### src/rtl/jt12_wrq_if.sv
// CPU bus and MMR request signals of the JT12 write queue.
// MMR handshake: mmr_write rises with mmr_addr/mmr_din, which stay stable until busy_mmr is seen high on a cen tick; the next request waits for busy_mmr to fall.
interface jt12_wrq_if #(
  parameter int AW = 2,
  parameter int DW = 8
);
  logic          cs_n;
  logic          wr_n;
  logic          rd_n;
  logic [AW-1:0] addr;
  logic [DW-1:0] din;
  logic [7:0]    dout;
  logic          busy_mmr;
  logic          mmr_write;
  logic [AW-1:0] mmr_addr;
  logic [DW-1:0] mmr_din;

  modport slave (
    input  cs_n, wr_n, rd_n, addr, din, busy_mmr,
    output dout, mmr_write, mmr_addr, mmr_din
  );

  modport master (
    output cs_n, wr_n, rd_n, addr, din, busy_mmr,
    input  dout, mmr_write, mmr_addr, mmr_din
  );
endinterface

### src/rtl/jt12_wrq.sv
// JT12 CPU write queue: edge-detected CPU writes into a DEPTH-entry FIFO, drained into the MMR block on cen ticks.
// Optional timer interrupt enabled by defining JT12_IRQ_EN; otherwise irq_n is tied high.
module jt12_wrq #(
  parameter int AW        = 2,
  parameter int DW        = 8,
  parameter int DEPTH     = 4,
  parameter int BUSY_MODE = 1
) (
  input  logic                   clk,
  input  logic                   rst_n,
  input  logic                   cen,
  jt12_wrq_if.slave              bus,
  input  logic                   flag_A,
  input  logic                   flag_B,
  input  logic [1:0]             irq_mask,
  output logic                   irq_n,
  output logic [$clog2(DEPTH):0] level,
  output logic [1:0]             o_dbg_state
);

  localparam int PW = $clog2(DEPTH);
  localparam int LW = PW + 1;

  typedef enum logic [1:0] {
    S_IDLE = 2'd0,
    S_REQ  = 2'd1,
    S_ACK  = 2'd2
  } state_t;

  state_t              r_state;
  state_t              w_state_nxt;
  logic                r_wr_d;
  logic                r_rd_d;
  logic [PW-1:0]       r_wptr;
  logic [PW-1:0]       r_rptr;
  logic [LW-1:0]       r_level;
  logic                r_overflow;
  logic                r_busy;
  logic                r_fa_m;
  logic                r_fa_s;
  logic                r_fb_m;
  logic                r_fb_s;
  logic                r_mmr_write;
  logic [AW-1:0]       r_mmr_addr;
  logic [DW-1:0]       r_mmr_din;
  logic [AW+DW-1:0]    r_mem [DEPTH];

  logic w_wr_raw;
  logic w_rd_raw;
  logic w_wr_edge;
  logic w_rd_edge;
  logic w_full;
  logic w_empty;
  logic w_push;
  logic w_ovf_set;
  logic w_pop;
  logic w_req_clr;
  logic w_busy_nxt;

  assign w_wr_raw  = !bus.cs_n && !bus.wr_n;
  assign w_rd_raw  = !bus.cs_n && !bus.rd_n;
  assign w_wr_edge = w_wr_raw && !r_wr_d;
  assign w_rd_edge = w_rd_raw && !r_rd_d;
  assign w_full    = (r_level == LW'(DEPTH));
  assign w_empty   = (r_level == '0);
  // Fullness is judged on the registered level, so a same-cycle pop cannot rescue a push.
  assign w_push    = w_wr_edge && !w_full;
  assign w_ovf_set = w_wr_edge && w_full;
  assign w_busy_nxt = (BUSY_MODE == 0) ? w_full : (!w_empty || (r_state != S_IDLE));

  always_comb begin
    w_state_nxt = r_state;
    w_pop       = 1'b0;
    w_req_clr   = 1'b0;
    case (r_state)
      S_IDLE: begin
        if (cen && !w_empty) begin
          w_pop       = 1'b1;
          w_state_nxt = S_REQ;
        end
      end
      S_REQ: begin
        if (cen && bus.busy_mmr) begin
          w_req_clr   = 1'b1;
          w_state_nxt = S_ACK;
        end
      end
      S_ACK: begin
        if (cen && !bus.busy_mmr) w_state_nxt = S_IDLE;
      end
      default: w_state_nxt = S_IDLE;
    endcase
  end

  always_ff @(posedge clk or negedge rst_n) begin
    if (!rst_n) r_state <= S_IDLE;
    else        r_state <= w_state_nxt;
  end

  always_ff @(posedge clk) begin
    if (w_push) r_mem[r_wptr] <= {bus.addr, bus.din};
  end

  always_ff @(posedge clk or negedge rst_n) begin
    if (!rst_n) begin
      r_wr_d     <= 1'b0;
      r_rd_d     <= 1'b0;
      r_wptr     <= '0;
      r_rptr     <= '0;
      r_level    <= '0;
      r_overflow <= 1'b0;
      r_busy     <= 1'b0;
    end else begin
      r_wr_d <= w_wr_raw;
      r_rd_d <= w_rd_raw;
      r_busy <= w_busy_nxt;
      if (w_push) r_wptr <= r_wptr + PW'(1);
      if (w_pop)  r_rptr <= r_rptr + PW'(1);
      case ({w_push, w_pop})
        2'b10:   r_level <= r_level + LW'(1);
        2'b01:   r_level <= r_level - LW'(1);
        default: r_level <= r_level;
      endcase
      // A fresh overflow wins over a read clear in the same cycle.
      if (w_ovf_set)      r_overflow <= 1'b1;
      else if (w_rd_edge) r_overflow <= 1'b0;
    end
  end

  always_ff @(posedge clk or negedge rst_n) begin
    if (!rst_n) begin
      r_mmr_write <= 1'b0;
      r_mmr_addr  <= '0;
      r_mmr_din   <= '0;
    end else if (w_pop) begin
      r_mmr_write <= 1'b1;
      {r_mmr_addr, r_mmr_din} <= r_mem[r_rptr];
    end else if (w_req_clr) begin
      r_mmr_write <= 1'b0;
    end
  end

  always_ff @(posedge clk or negedge rst_n) begin
    if (!rst_n) begin
      r_fa_m <= 1'b0;
      r_fa_s <= 1'b0;
      r_fb_m <= 1'b0;
      r_fb_s <= 1'b0;
    end else begin
      r_fa_m <= flag_A;
      r_fa_s <= r_fa_m;
      r_fb_m <= flag_B;
      r_fb_s <= r_fb_m;
    end
  end

`ifdef JT12_IRQ_EN
  logic r_irq_n;

  always_ff @(posedge clk or negedge rst_n) begin
    if (!rst_n) r_irq_n <= 1'b1;
    else        r_irq_n <= !((r_fa_s && irq_mask[0]) || (r_fb_s && irq_mask[1]));
  end

  assign irq_n = r_irq_n;
`else
  logic w_unused_irq_mask;

  assign w_unused_irq_mask = ^irq_mask;
  assign irq_n             = 1'b1;
`endif

  assign bus.dout      = {r_busy, r_overflow, 4'b0000, r_fb_s, r_fa_s};
  assign bus.mmr_write = r_mmr_write;
  assign bus.mmr_addr  = r_mmr_addr;
  assign bus.mmr_din   = r_mmr_din;
  assign level         = r_level;
  assign o_dbg_state   = r_state;

endmodule

### src/flat_wrapper.sv
// flat-port wrapper written by rule: the top's interface ports become plain ports
module jt12_wrq_flat 
#(
  parameter int AW        = 2,
  parameter int DW        = 8,
  parameter int DEPTH     = 4,
  parameter int BUSY_MODE = 1
)
  (clk, rst_n, cen, flag_A, flag_B, irq_mask, irq_n, level, o_dbg_state, bus_cs_n, bus_wr_n, bus_rd_n, bus_addr, bus_din, bus_busy_mmr, bus_dout, bus_mmr_write, bus_mmr_addr, bus_mmr_din);
  jt12_wrq_if #(.AW(AW), .DW(DW)) bus_i ();
  input  logic clk;
  input  logic rst_n;
  input  logic cen;
  input  logic flag_A;
  input  logic flag_B;
  input  logic [1:0] irq_mask;
  output logic irq_n;
  output logic [$clog2(DEPTH):0] level;
  output logic [1:0] o_dbg_state;
  input wire logic [$bits(bus_i.cs_n)-1:0] bus_cs_n;
  input wire logic [$bits(bus_i.wr_n)-1:0] bus_wr_n;
  input wire logic [$bits(bus_i.rd_n)-1:0] bus_rd_n;
  input wire logic [$bits(bus_i.addr)-1:0] bus_addr;
  input wire logic [$bits(bus_i.din)-1:0] bus_din;
  input wire logic [$bits(bus_i.busy_mmr)-1:0] bus_busy_mmr;
  output wire logic [$bits(bus_i.dout)-1:0] bus_dout;
  output wire logic [$bits(bus_i.mmr_write)-1:0] bus_mmr_write;
  output wire logic [$bits(bus_i.mmr_addr)-1:0] bus_mmr_addr;
  output wire logic [$bits(bus_i.mmr_din)-1:0] bus_mmr_din;
  assign bus_i.cs_n = bus_cs_n;
  assign bus_i.wr_n = bus_wr_n;
  assign bus_i.rd_n = bus_rd_n;
  assign bus_i.addr = bus_addr;
  assign bus_i.din = bus_din;
  assign bus_i.busy_mmr = bus_busy_mmr;
  assign bus_dout = bus_i.dout;
  assign bus_mmr_write = bus_i.mmr_write;
  assign bus_mmr_addr = bus_i.mmr_addr;
  assign bus_mmr_din = bus_i.mmr_din;
  jt12_wrq #(.AW(AW), .DW(DW), .DEPTH(DEPTH), .BUSY_MODE(BUSY_MODE)) u_core (.clk(clk), .rst_n(rst_n), .cen(cen), .bus(bus_i), .flag_A(flag_A), .flag_B(flag_B), .irq_mask(irq_mask), .irq_n(irq_n), .level(level), .o_dbg_state(o_dbg_state));
endmodule
### config.mk
export PLATFORM = sky130hd
export DESIGN_NAME = jt12_wrq_flat
export DESIGN_NICKNAME = d
export VERILOG_FILES = /design/src/rtl/jt12_wrq_if.sv /design/src/rtl/jt12_wrq.sv /design/src/flat_wrapper.sv
export SDC_FILE = /design/constraint.sdc
export NUM_CORES = 1
export LEC_CHECK = 0
export BUFFER_PORTS_ARGS = -buffer_cell sky130_fd_sc_hd__buf_4
export CORE_MARGIN = 4
export CORE_UTILIZATION = 45
export CTS_CLUSTER_DIAMETER = 30
export DETAILED_ROUTE_END_ITERATION = 7
export PLACE_DENSITY = 0.64
export SYNTH_ARGS = -nofsm -noshare
export SYNTH_HDL_FRONTEND = slang
export SYNTH_SLANG_ARGS = --single-unit
### constraint.sdc
create_clock -name clk -period 4.7 [get_ports clk]
set_input_delay 0.705 -clock clk [delete_from_list [all_inputs] [get_ports clk]]
set_output_delay 0.705 -clock clk [all_outputs]
set_load 0.01 [all_outputs]
Yosys cells after proc, flatten, opt, wreduce, memory -nomap -nowiden
Memory sizes are Yosys's and may differ from the RTL's. A register that Yosys moved wholly into a read port is not among the register bits. Index checks and enable logic that the tools add are counted.

Flip-flop bits (word level): 18. RAM bits: 40. Input port bits: 21. Output and inout bits: 25. Word-level logic and storage cells: 67. Memories: 1.

Memory list: u_core.r_mem (words 4, width 10, read ports 1, clocked after Yosys merged registers in 1, write ports 1, line jt12_wrq.sv:46) `logic [AW+DW-1:0] r_mem [DEPTH];`.

$add $sub $neg: 4. Eq/ne operators: 8. Muxes and demuxes: 15. Reduce and logical (&&, ||, !) cells: 26.

Operator list (count): 1-bit two-way mux (10); 1-bit logical AND (9); 1-bit zero test (9); 2-bit nonzero test (4); 2-bit two-way mux (3); 2-bit by 1-bit != test with 1-bit output, second input constant (3); 2-bit one-hot mux with 3 select lines (1); 3-bit one-hot mux with 2 select lines (1); 2-bit by 1-bit adder with 2-bit output, second input constant (2); 2-bit by 1-bit == test with 1-bit output, second input constant (2); 2-bit == test, second input constant (2); 3-bit by 1-bit adder with 3-bit output, second input constant (1); 3-bit == test, second input constant (1); 3-bit zero test (1); 3-bit AND reduction (1); 3-bit by 1-bit subtractor with 3-bit output, second input constant (1); 2-bit zero test (1); 1-bit logical OR (1).

Depth between registers and ports, before layout
Depth in word-level cells: 7. Gate-level depth with buffers: 10. Gate-level depth less buffers: 9.

Least setup slack after synthesis
No wires, ideal clock.

Path type: input -> register. Start point: input bus_cs_n. End point: register u_core.r_level[2], in the netlist u_core.level[2]. Data arrival time: 2115 ps. Setup slack: 2456 ps. Stages: 9. Path buffers: 0. Cell sequence: or3_1 > a21oi_2 > inv_1 > ha_1 > inv_1 > fa_1 > xor2_1 > nor2_1 > xor2_1.

Word-level cells in the longest chain between the ends: 6.

RTL lines: start, declared (line flat_wrapper.sv:20) `input wire logic [$bits(bus_i.cs_n)-1:0] bus_cs_n;`; 1-bit zero test * (line jt12_wrq.sv:60) `assign w_wr_raw = !bus.cs_n && !bus.wr_n;`; 1-bit logical AND * (line jt12_wrq.sv:60); 1-bit logical AND * (line jt12_wrq.sv:62) `assign w_wr_edge = w_wr_raw && !r_wr_d;`; 1-bit logical AND * (line jt12_wrq.sv:67) `assign w_push = w_wr_edge && !w_full;`; 2-bit by 1-bit == test with 1-bit output or 2-bit == test (tied branches) (line jt12_wrq.sv:119) `case ({w_push, w_pop})`; 3-bit one-hot mux with 2 select lines or 2-bit nonzero test (tied branches); end signal, assigned (line jt12_wrq.sv:120) `2'b10: r_level <= r_level + LW'(1);`; end signal, assigned (line jt12_wrq.sv:121) `2'b01: r_level <= r_level - LW'(1);`; end signal, assigned (line jt12_wrq.sv:122) `default: r_level <= r_level;`; end, declared (line jt12_wrq.sv:36) `logic [LW-1:0] r_level;`.

Every way passes the cells marked *; elsewhere a longest branch is shown, timed or not. A chain may end at the register's enable or synchronous reset.

Final worst setup path
Start point: register u_core.r_state[1], in the netlist u_core.o_dbg_state[1]. End point: register u_core.r_level[2], in the netlist u_core.level[2].

Word-level cells in the longest chain between the ends: 4.

RTL lines: start, declared (line jt12_wrq.sv:30) `state_t r_state;`; start signal, assigned (line jt12_wrq.sv:97) `else r_state <= w_state_nxt;`; 2-bit zero test * (line jt12_wrq.sv:75) `case (r_state)`; 1-bit two-way mux * (line jt12_wrq.sv:75); named net u_core.w_pop (line jt12_wrq.sv:56) `logic w_pop;`; 2-bit by 1-bit == test with 1-bit output or 2-bit == test (tied branches) (line jt12_wrq.sv:119); 3-bit one-hot mux with 2 select lines or 2-bit nonzero test (tied branches).

Mark *: on every way through the listed nets, which the timed path passes. The rest lies on a longest branch.

==> out/qor.log <==
qor: clock_network.numCtsBuffers 9
qor: setup_path.max_fanout_on_critical_path 14
qor: logic_synthesis.synth_edf_count 40
qor: setup_path.timing.critical_path.from_type flop
qor: global_route.grt.total_usage 13.9%
qor: clock_network.post_cts_resize_count 0
qor: pwr.power_switching 0.000540 W
qor: setup_path.max_stage_delay 0.43 ns
qor: logic_synthesis.synthAdderAreaFrac 3.07%
qor: global_route.global_route.usage.met1 15.8%
qor: pwr.clkPwrFrac 24.8%
qor: pwr.power.sequential.fraction 47.3%
qor: clock_network.ctsHoldBuffers 0
qor: logic_synthesis.synth_mux_area_share 13.6%
qor: logic_synthesis.main_synth_ff_type edfxtp_1
qor: clock_network.clock_latency 0.33 ns
qor: drt.drc 0
qor: cells_and_area.seqCellArea 1900 um2
qor: clock_network.tritoncts_clock_tree built
qor: logic_synthesis.synth_sequential_area_ratio 70.7%
qor: outcome.status completed
qor: drt.via_count 1,303
qor: setup_path.setup.worst_path.class reg2reg
qor: sta.tightestPinTransition 0.685 ns
qor: clock_network.cts_max_path_buffers 2
qor: floorplanning.core_area 5640 um2
qor: sta.grt_setup_unrepaired false
qor: cells_and_area.layout-area-overhead-vs-synth 18.2%
qor: global_route.global_route.overflow_total 0
qor: cells_and_area.antenna-diode-count 0
qor: logic_synthesis.synth_cells 150
qor: drt.post_route_wl 4350 um
qor: clock_network.ctsRootBufferMaster clkbuf_8
qor: floorplanning.floorplan.die.width 85.3 um
qor: global_route.globalRouteMet2Util 23.4%
qor: sta.slew_violations 0
qor: global_route.grt_antenna_before_repair 0
qor: logic_synthesis.synth_top_family_by_area multiplexers
qor: clock_network.sinks_on_clock_net 68
qor: min_path.min_path_type in2async
qor: cells_and_area.final_design_area_no_fill 3180 um2
qor: drt.ant_nets 0
qor: global_route.number_of_global_route_vias_before_repair 1,460
qor: flow_run.maxCapViolCount 0
qor: floorplanning.fp.dieArea 7280 um2
qor: pwr.share_comb_of_total_power 27.9%
qor: sta.min_period_over_period 49.3%
qor: floorplanning.floorplan.initialDensity 47.7%
qor: drt.wire_per_inst 16.3 um
qor: drt.drt_first_pass_iters 4
qor: pwr.vdd_drop_max 0.000284 V
qor: setup_path.crit_path_slowest_cell dfrtp_1
qor: logic_synthesis.synth_cell_types 29
qor: place.io_buffer_count 38
qor: clock_network.htree_levels 3
qor: global_route.grt_pass1_wl 7360 um
qor: place.post-dp-hpwl 3010 um
qor: cells_and_area.layout.filler_cells 453
qor: cells_and_area.design.final.nets 217
qor: floorplanning.top_level_ports 46
qor: sta.finalCriticalPeriod 2.32 ns
qor: logic_synthesis.ys_ff_latch 68
qor: sta.fin_tns_setup 0 ns
qor: sta.max_clock_freq 432 MHz
qor: pwr.power.switching_fraction 29.1%
qor: cells_and_area.multiInputGateArea 678 um2
qor: setup_path.worstSetupEndpointType flop
qor: global_route.pin_count_of_the_biggest_net_entering_global_routing 29
qor: global_route.busiest_layer met2
qor: pwr.p_int 0.00132 W
qor: setup_path.arrival_time_worst_endpoint 2.57 ns
qor: setup_path.cells_traversed_along_the_worst_timing_path nor2_1, nand3_2, inv_1, ha_1, inv_1, fa_1, xor2_1, nor2_1, xor2_1
qor: sta.final.setup_skew 0.00550 ns
qor: sta.max_slew_margin 54.3%
qor: logic_synthesis.synth-warning-count 0
qor: sta.setup_violations 0
qor: cells_and_area.final_layout_size_suffix_gt1_share 38.5%
qor: logic_synthesis.fraction_of_the_mapped_netlist_area_in_compound_gates 0.977%
qor: logic_synthesis.synth.avg_cell_area 17.9 um2
qor: place.routabilityCongestion 0.744
qor: logic_synthesis.synth_area_in_simple_gates 4.89%
qor: place.post_dp_cell_area 2980 um2
qor: logic_synthesis.netlist_area_pre_place 2690 um2
qor: clock_network.clkTransAtPathRegs 0.07 ns
qor: sta.hold_viol 0
qor: logic_synthesis.async_reset_ff_share 41.2%
qor: setup_path.critPathRequiredTime 4.95 ns
qor: pwr.power_per_cell_area 584 nW/um2
qor: pwr.cellLeakagePower 1.27 nW
qor: floorplanning.num_rows 27
qor: drt.via_per_inst 4.88
qor: logic_synthesis.xor_xnor_portion_of_the_synthesized_cell_area 1.95%
qor: floorplanning.die-height 85.3 um
qor: clock_network.total_setup_buffers_inserted_after_cts 0
qor: drt.number_of_drc_markers_in_iteration_0 68
qor: global_route.met3_usage 4.27%
cells in the final DEF (no fill, tap or decap):
cell	count
a21oi_2	1
and2_1	4
buf_4	38
clkbuf_1	1
clkbuf_16	1
clkbuf_8	11
clkinv_2	2
clkinvlp_4	1
conb_1	5
dfrtp_1	28
edfxtp_1	40
fa_1	1
ha_1	5
inv_1	7
mux2_2	11
mux2i_1	1
mux4_1	2
mux4_2	8
nand2_1	5
nand2b_1	2
nand3_2	1
nand3b_1	1
nand4_1	1
nand4b_1	1
nor2_1	5
nor2b_1	1
o21ai_0	2
o31ai_1	1
or3_1	1
or3_4	1
xnor2_1	4
xor2_1	2
final timing paths:
check | startpoint | cells after the start | to | slack, ns
max | u_core.o_dbg_state[1] | 9 | u_core.level[2] | 2.38
min | rst_n | 1 | u_core.bus.mmr_addr[0] | 0.28
max reg2reg | u_core.o_dbg_state[1] | 9 | u_core.level[2] | 2.38
min reg2reg | u_core.r_fb_m | 0 | u_core.r_fb_s | 0.35
max in group asynchronous | rst_n | 1 | u_core.bus.mmr_din[1] | 4.14
min in group clk | u_core.r_fb_m | 0 | u_core.r_fb_s | 0.35
per-stage QoR:
step	std cells	total power, W	utilization, %	worst slack (ns)	hold WS, ns
6_report	267	0.00186	56.4	2.38	0.285
5_1_grt	267	0.00198	56.4	2.23	0.294
4_1_cts	267	0.00188	56.4	2.35	0.284
3_5_place_dp	251	0.00143	52.8	2.15	0.340
3_3_place_gp	251	0.00139	52.8	2.24	0.337
2_1_floorplan	153	0.00123	-	2.46	0.331
critical path: cells and delay by family (launching register included):
family                   cells  cell delay (ns)
buffers and inverters        2             0.23
adder cells (fa/ha/maj)      2             0.56
flip-flops                   1             0.43
XOR/XNOR                     2             0.31
AND/OR/NAND/NOR              3             0.70
layout make-up:
| cell class | instances | area share (%) |
|---|---|---|
| Timing Repair Buffer | 38 | 8.97 |
| Inverter | 7 | 0.826 |
| Clock inverter | 3 | 0.551 |
| Sequential cell | 68 | 59.8 |
| Tap cell | 72 | 2.83 |
| Clock buffer | 13 | 5.67 |
| Multi-Input combinational cell | 66 | 21.3 |
flip-flops by register name (all words and copies together), names as in the netlist:
signal and count:
u_core.r_busy 1, u_core.r_fb_s 1, u_core.r_overflow 1, u_core.r_rptr 2, u_core.bus.mmr_din 8, u_core.r_wptr 2, u_core.level 3, u_core.r_fa_s 1
u_core.bus.mmr_addr 2, u_core.r_fb_m 1, u_core.bus.mmr_write 1, u_core.r_fa_m 1, u_core.r_wr_d 1, u_core.r_mem 40, u_core.o_dbg_state 2, u_core.r_rd_d 1
per-layer routing:
layer	wire, um	up-vias
met5	0	-
met2	2370	26
met1	1710	661
met4	61	0
li1	-	609
met3	203	7
logic make-up (layout without fill, tap and decap cells):
family,after synthesis,after routing
AOI/OAI and AO/OA,4,4
xor gates and xnor gates,6,6
adders and majority gates,6,6
buffers and inverters,19,61
DFF,68,68
muxes,22,22
other,2,5
and+or+nand+nor,23,23
power groups by stage:
stage	combinational [W]	sequential, W	clock (W)
after CTS	0.000532	0.000884	0.000469
after detailed placement	0.000530	0.000897	0
after global placement	0.000506	0.000887	0
final	0.000518	0.000878	0.000460
after floorplan	0.000362	0.000868	0
after global routing	0.000576	0.000905	0.000502
Yosys cell counts, types with 2 or more instances:
master | instances | share of area, %
nand2b_1 | 2 | 0.47
conb_1 | 2 | 0.28
o21ai_0 | 2 | 0.37
mux2_2 | 11 | 4.6
mux4_1 | 2 | 2.0
buf_6 | 2 | 0.84
ha_1 | 5 | 2.3
xor2_1 | 2 | 0.65
buf_4 | 9 | 2.5
and2_1 | 4 | 0.93
edfxtp_1 | 40 | 45
nor2_1 | 5 | 0.70
xnor2_1 | 4 | 1.3
dfrtp_1 | 28 | 26
inv_1 | 7 | 0.98
mux4_2 | 8 | 6.7
nand2_1 | 5 | 0.70
Note: power is estimated with default switching activity, not from simulation.
